$ cat config.mk
export PLATFORM = sky130hd
export DESIGN_NAME = buf_bram_arbiter
export DESIGN_NICKNAME = d
export VERILOG_FILES = /design/src/rtl/buf_bram_arbiter.sv
export SDC_FILE = /design/constraint.sdc
export NUM_CORES = 1
export LEC_CHECK = 0
export CAP_MARGIN = 20
export CORE_AREA = 3 3 121 123
export CTS_CLUSTER_SIZE = 16
export DETAILED_ROUTE_END_ITERATION = 8
export DIE_AREA = 0 0 124 126
export PLACE_DENSITY = 0.81
export RECOVER_POWER = 50
export SYNTH_ARGS = -nofsm -noshare
export SYNTH_HDL_FRONTEND = slang
export SYNTH_SLANG_ARGS = --single-unit
$ cat constraint.sdc
create_clock -name clk -period 4.8 [get_ports clk]
set_input_delay 0.96 -clock clk [delete_from_list [all_inputs] [get_ports clk]]
set_output_delay 0.96 -clock clk [all_outputs]
set_load 0.01 [all_outputs]
$ cat src/rtl/buf_bram_arbiter.sv
// -----------------------------------------------------------------------------
// buf_bram_arbiter
//
// Shares the single data port of the buffer BRAM between the CPU load/store
// path and a read-only stream engine (scanout/DMA). One access is issued per
// cycle. Reads are tagged so the returning BRAM data is steered to the right
// requester READ_LAT cycles after issue.
//
// Handshake: a requester raises *_req with stable address/data and holds it
// until it sees *_gnt high in the same cycle; the access is issued in that
// cycle and the request may change on the following cycle. Responses carry no
// back-pressure: *_rvalid is a single-cycle strobe with *_rdata.
//
// Ports
//   clk, reset_n            clock (rising edge), async active-low reset
//   cpu_req/we/addr/wstrb/wdata   CPU byte-addressed access request
//   cpu_gnt                 CPU access accepted this cycle (combinational)
//   cpu_rvalid/cpu_rdata    CPU load response (raw little-endian word)
//   cpu_err                 one-cycle pulse after an out-of-window access
//   strm_req/strm_addr      stream word-address read request
//   strm_gnt                stream request accepted this cycle (combinational)
//   strm_rvalid/strm_rdata  stream read response
//   bram_en/we/addr/din     BRAM port controls
//   bram_dout               BRAM read data, valid READ_LAT cycles after bram_en
//   perf_cpu_stall          cycles the CPU waited (0 unless ARB_PERF_CNT_EN)
//   perf_strm_grant         stream grant cycles   (0 unless ARB_PERF_CNT_EN)
//
// Build option: define ARB_PERF_CNT_EN to add the two performance counters.
// -----------------------------------------------------------------------------
module buf_bram_arbiter #(
    parameter logic [31:0] BUF_BRAM_START = 32'h0100_0000,
    parameter logic [31:0] BUF_BRAM_END   = 32'h013F_FF00,
    parameter int          ADDR_W         = 20,
    parameter int          READ_LAT       = 1,   // 1 or 2
    parameter int          STARVE_LIMIT   = 4    // 1..255
) (
    input  logic              clk,
    input  logic              reset_n,

    input  logic              cpu_req,
    input  logic              cpu_we,
    input  logic [31:0]       cpu_addr,
    input  logic [3:0]        cpu_wstrb,
    input  logic [31:0]       cpu_wdata,
    output logic              cpu_gnt,
    output logic              cpu_rvalid,
    output logic [31:0]       cpu_rdata,
    output logic              cpu_err,

    input  logic              strm_req,
    input  logic [ADDR_W-1:0] strm_addr,
    output logic              strm_gnt,
    output logic              strm_rvalid,
    output logic [31:0]       strm_rdata,

    output logic              bram_en,
    output logic [3:0]        bram_we,
    output logic [ADDR_W-1:0] bram_addr,
    output logic [31:0]       bram_din,
    input  logic [31:0]       bram_dout,

    output logic [31:0]       perf_cpu_stall,
    output logic [31:0]       perf_strm_grant
);

    typedef enum logic [1:0] {
        TAG_NONE    = 2'd0,
        TAG_CPU     = 2'd1,
        TAG_CPU_BAD = 2'd2,
        TAG_STRM    = 2'd3
    } tag_e;

    localparam logic [31:0] BAD_DATA   = 32'hBAD0_0BAD;
    localparam logic [7:0]  STARVE_MAX = 8'(STARVE_LIMIT);

    // ------------------------------------------------------------------
    // CPU address decode
    // ------------------------------------------------------------------
    logic              in_range;
    logic [31:0]       offset;
    logic [ADDR_W-1:0] cpu_word;
    logic              unused_offset_bits;

    assign in_range = (cpu_addr >= BUF_BRAM_START) && (cpu_addr <= BUF_BRAM_END);
    assign offset   = cpu_addr - BUF_BRAM_START;
    assign cpu_word = offset[ADDR_W+1:2];
    // Byte offset and bits above the BRAM depth do not select a word.
    assign unused_offset_bits = ^{offset[31:ADDR_W+2], offset[1:0]};

    // ------------------------------------------------------------------
    // Arbitration and BRAM port drive
    // ------------------------------------------------------------------
    logic [7:0] starve_cnt;
    logic       strm_win;
    tag_e       issue_tag;
    logic       err_d;

    always_comb begin
        strm_win  = strm_req && (!cpu_req || (starve_cnt == STARVE_MAX));
        strm_gnt  = strm_win;
        cpu_gnt   = cpu_req && !strm_win;
        err_d     = cpu_gnt && !in_range;
        bram_en   = 1'b0;
        bram_we   = 4'b0000;
        bram_addr = '0;
        bram_din  = 32'h0;
        issue_tag = TAG_NONE;
        if (strm_win) begin
            bram_en   = 1'b1;
            bram_addr = strm_addr;
            issue_tag = TAG_STRM;
        end else if (cpu_req) begin
            if (in_range) begin
                bram_en   = 1'b1;
                bram_addr = cpu_word;
                if (cpu_we) begin
                    bram_we  = cpu_wstrb;
                    bram_din = cpu_wdata;
                end else begin
                    issue_tag = TAG_CPU;
                end
            end else if (!cpu_we) begin
                // Out-of-window load never touches the BRAM but still
                // answers on the normal schedule with a marker word.
                issue_tag = TAG_CPU_BAD;
            end
        end
    end

    // Counts consecutive cycles the stream asked and lost.
    always_ff @(posedge clk or negedge reset_n) begin
        if (!reset_n) begin
            starve_cnt <= 8'd0;
        end else if (!strm_req || strm_gnt) begin
            starve_cnt <= 8'd0;
        end else if (starve_cnt != STARVE_MAX) begin
            starve_cnt <= starve_cnt + 8'd1;
        end
    end

    // ------------------------------------------------------------------
    // Response tag pipeline
    // ------------------------------------------------------------------
    tag_e tag_q [READ_LAT];
    tag_e out_tag;

    always_ff @(posedge clk or negedge reset_n) begin
        if (!reset_n) begin
            for (int i = 0; i < READ_LAT; i++) tag_q[i] <= TAG_NONE;
        end else begin
            tag_q[0] <= issue_tag;
            for (int i = 1; i < READ_LAT; i++) tag_q[i] <= tag_q[i-1];
        end
    end

    assign out_tag = tag_q[READ_LAT-1];

    // rvalid decodes a registered tag only. The BRAM word is only valid in
    // the output-stage cycle, so it is forwarded then and captured so rdata
    // keeps its value between responses.
    logic [31:0] cpu_rdata_q;
    logic [31:0] strm_rdata_q;
    logic        err_q;

    assign cpu_rvalid  = (out_tag == TAG_CPU) || (out_tag == TAG_CPU_BAD);
    assign strm_rvalid = (out_tag == TAG_STRM);
    assign cpu_err     = err_q;

    always_comb begin
        cpu_rdata  = cpu_rdata_q;
        strm_rdata = strm_rdata_q;
        case (out_tag)
            TAG_CPU:     cpu_rdata  = bram_dout;
            TAG_CPU_BAD: cpu_rdata  = BAD_DATA;
            TAG_STRM:    strm_rdata = bram_dout;
            default:     ;
        endcase
    end

    always_ff @(posedge clk or negedge reset_n) begin
        if (!reset_n) begin
            cpu_rdata_q  <= 32'h0;
            strm_rdata_q <= 32'h0;
            err_q        <= 1'b0;
        end else begin
            cpu_rdata_q  <= cpu_rdata;
            strm_rdata_q <= strm_rdata;
            err_q        <= err_d;
        end
    end

    // ------------------------------------------------------------------
    // Optional performance counters
    // ------------------------------------------------------------------
`ifdef ARB_PERF_CNT_EN
    logic [31:0] stall_cnt;
    logic [31:0] sgrant_cnt;

    always_ff @(posedge clk or negedge reset_n) begin
        if (!reset_n) begin
            stall_cnt  <= 32'h0;
            sgrant_cnt <= 32'h0;
        end else begin
            if (cpu_req && !cpu_gnt) stall_cnt  <= stall_cnt + 32'd1;
            if (strm_gnt)            sgrant_cnt <= sgrant_cnt + 32'd1;
        end
    end

    assign perf_cpu_stall  = stall_cnt;
    assign perf_strm_grant = sgrant_cnt;
`else
    assign perf_cpu_stall  = 32'h0;
    assign perf_strm_grant = 32'h0;
`endif

endmodule

==> impl_metrics.yaml <==
pwr:
  seq_power_share: 0.356
  combPwrFrac: 0.282
  leakagePower_nw: 2.91
  p_int_mw: 1.57
  cellPowerDensity_nw_per_um2: 304
  switching_share_of_power: 0.259
  share_clk_of_total_power: 0.363
  p_sw_mw: 0.547
  total_power_mw: 2.11
  vdd.ir_drop.worst_mv: 0.151
floorplan:
  core_area_um2: 13800
  floorplan.initialDensity: 0.307
  core.rowCount: 43
  die_height_um: 126
  floorplan.die.width_um: 124
  design.die.area_um2: 15600
  boundaryPins: 315
drt:
  totalWireLength_um: 13800
  drt_first_pass_iters: 4
  wl_per_cell_um: 16.4
  remaining_antenna_violation_count_after_routing: 0
  drcViolationCount: 0
  routed-via-count: 3788
  detailedRoute.firstIterationViolations: 84
  route.detailed.vias_per_inst: 4.50
run_status:
  run_status: "finished, violations left"
  violations_in_the_final_reports: "max-capacitance violations, max-slew violations"
layout:
  instances_no_fill: 841
  filler_cell_count: 1278
  combined_area_of_the_multi_input_logic_cells_um2: 1930
  antenna_cells_inserted: 0
  final_core_utilization: 0.505
  seq_area_um2: 1880
  final_std_cell_area_no_fill_um2: 6960
  flow.area_growth_from_synthesis_pct: 64.8
  num-nets-final: 786
  drive_gt1_frac: 0.0726
cts:
  max-clock-path-buffers: 2
  worst_setup_hold_path_clk_slew_ns: 0.05
  clock_insertion_delay_worst_skew_ns: 0.33
  clock_root_buffer: "sky130_fd_sc_hd__clkbuf_16"
  cts_htree_levels: 3
  cts_buf_count: 9
  cts_num_sinks: 75
  clock_tree_from_tritoncts: "done"
  post_cts_repair_setup_buffers: 0
  cts_repair_resize_count: 0
  cts-hold-fix-buffers: 0
worst_setup_path:
  worst_setup_path_start_kind: "input pin"
  reg2reg_slack_ns: 2.18
  crit_chain: "clkdlybuf4s50_1 > nor4_2 > nand4b_2 > a211oi_4 > buf_4 > and4_2 > clkdlybuf4s50_1"
  worst-path-max-fanout: 37
  r2r_end: "strm_rdata_q[17]"
  worstRegToRegCells: 3
  rr_startpoint: "out_tag[0]"
  setup.worst_path.end: "bram_din[31]"
  cp_slowest_cell: "sky130_fd_sc_hd__clkdlybuf4s50_1"
  crit_arrival_ns: 3.45
  critPathKind: "input pin to output pin"
  cpPeakStageDelay_ns: 0.53
  cp.required_ns: 3.84
  element_type_at_the_critical_path_end: "output pin"
  crit_path_start: "cpu_addr[22]"
  crit_top_cell: "sky130_fd_sc_hd__clkdlybuf4s50_1"
sta:
  grt_setup_unrepaired: "false"
  report.final.setup_viol: 0
  post-route-period-util: 0.919
  worst_hold_slack_ns: 0.481
  worst_slew_margin_rel: -0.380
  final.setup.worst_slack_ns: 0.388
  fin_skew_ns: 0.00338
  max_slew.worst_pin.slew_ns: 2.07
  clock.fmax_mhz: 227
  period_needed_ns: 4.41
  final_hold_viol_count: 0
  setup_total_negative_slack_ns: 0
  final_max_slew_viol_count: 176
grt:
  grt_max_degree: 76
  track_usage: 0.167
  first_global_vias: 3850
  antenna_found_initial: 1
  grt_overflow: 0
  wire_length_of_the_first_global_routing_pass_um: 20300
yosys:
  postSynth.topFlopCell: "sky130_fd_sc_hd__dfrtp_1"
  syn_avg_cell_area_um2: 10.1
  netlist-cell-type-count: 34
  yosys_warnings: 0
  top_post_synthesis_cells_by_area: "sky130_fd_sc_hd__dfrtp_1 44%, sky130_fd_sc_hd__buf_4 12%, sky130_fd_sc_hd__mux2_2 8.5%, sky130_fd_sc_hd__and4_1 6.0%, sky130_fd_sc_hd__nand2_1 4.8%"
  ys_seq_elements: 75
  portion_of_synthesized_cell_area_occupied_by_the_leading_cell_type: 0.444
  synth_edf_count: 0
  cell_count_after_synthesis: 418
  synthMostInstantiatedCell: "sky130_fd_sc_hd__dfrtp_1"
  post_synth_instance_area_um2: 4220
  synth_common_cells: "75 x sky130_fd_sc_hd__dfrtp_1, 65 x sky130_fd_sc_hd__buf_4, 54 x sky130_fd_sc_hd__nand2_1"
  async_flop_share: 1.00
  yosysTopAreaCell: "sky130_fd_sc_hd__dfrtp_1"
  synth.yosys.seq_area_share: 0.444
hold_path:
  min_path_type: "flop to flop"
placed_design:
  gpl.final_weighted_congestion: 0.795
  io_buffers: 250
  placed_cell_area_um2: 6630
  place.detailed.hpwl_um: 10700
  placed_cells: 825
  dpl_ws_ns: 0.416
run:
  max_cap_viol_count: 3
==> cell families after synthesis <==
kind of cell / share of synthesized area
AND/OR/NAND/NOR: 0.171
buffers and inverters: 0.156
AO/OA/AOI/OAI: 0.115
flip-flops: 0.444
multiplexers: 0.0853
XOR/XNOR: 0.0124
adder cells (fa/ha/maj): 0.0148
other: 0.000888
==> sequential cells by signal, summed over array words and instances, names as in the netlist <==
signal and cells:
cpu_rdata_q 32, starve_cnt 8, out_tag 2, cpu_err 1, strm_rdata_q 32
==> critical path, delay by kind of cell <==
family / cells / cell delay [ns]
AOI/OAI and AO/OA: 1 / 0.24
buffers and inverters: 3 / 1.25
and+or+nand+nor: 3 / 0.99
==> cell usage in the layout (no fill, tap or decap), drive strengths merged, types with 2 or more instances in the layout <==
cell type / instances
bufinv: 3
buf: 7
ha: 5
o21ai: 32
xnor2: 4
clkbuf: 12
xor2: 2
dfrtp: 75
and4: 36
nor2: 11
nand3: 4
clkinv: 2
a22o: 20
conb: 64
a211oi: 2
inv: 10
mux2: 32
nor4: 6
a21oi: 17
nand4: 5
clkdlybuf4s50: 248
nand2: 54
==> power by group through the flow <==
stage	logic, mW	registers [mW]	clock network (mW)
2_1_floorplan	0.279	0.757	0
3_3_place_gp	0.604	0.760	0
3_5_place_dp	0.612	0.765	0
4_1_cts	0.615	0.754	0.791
5_1_grt	0.645	0.762	0.817
6_report	0.595	0.752	0.767
==> per-layer routing <==
layer  track usage  share of wire  up-vias
met4        0.0367         0.0047        2
met3        0.0732           0.11        8
met2         0.284           0.48      180
met5             0        0.00095        -
met1         0.194           0.40     1771
li1              -              -     1827
==> final cells by class <==
type	instances	area share
clock buffer	10	0.0329
clock inverter	6	0.0162
inverter	9	0.00485
multi-input combinational	303	0.277
sequential	75	0.270
tap	180	0.0324
timing repair buffer	258	0.367
==> worst min path at each step <==
stage                      from               end  slack [ns]  depth (start not counted)
2_1_floorplan     starve_cnt[0]     starve_cnt[0]        0.45                          1
3_3_place_gp     cpu_rdata_q[9]    cpu_rdata_q[9]        0.48                          2
3_5_place_dp    strm_rdata_q[8]   strm_rdata_q[8]        0.48                          1
4_1_cts           starve_cnt[0]     starve_cnt[0]        0.49                          1
5_1_grt        strm_rdata_q[16]  strm_rdata_q[16]        0.51                          1
6_report       strm_rdata_q[12]  strm_rdata_q[12]        0.48                          1
(Power assumes the default switching activity.)
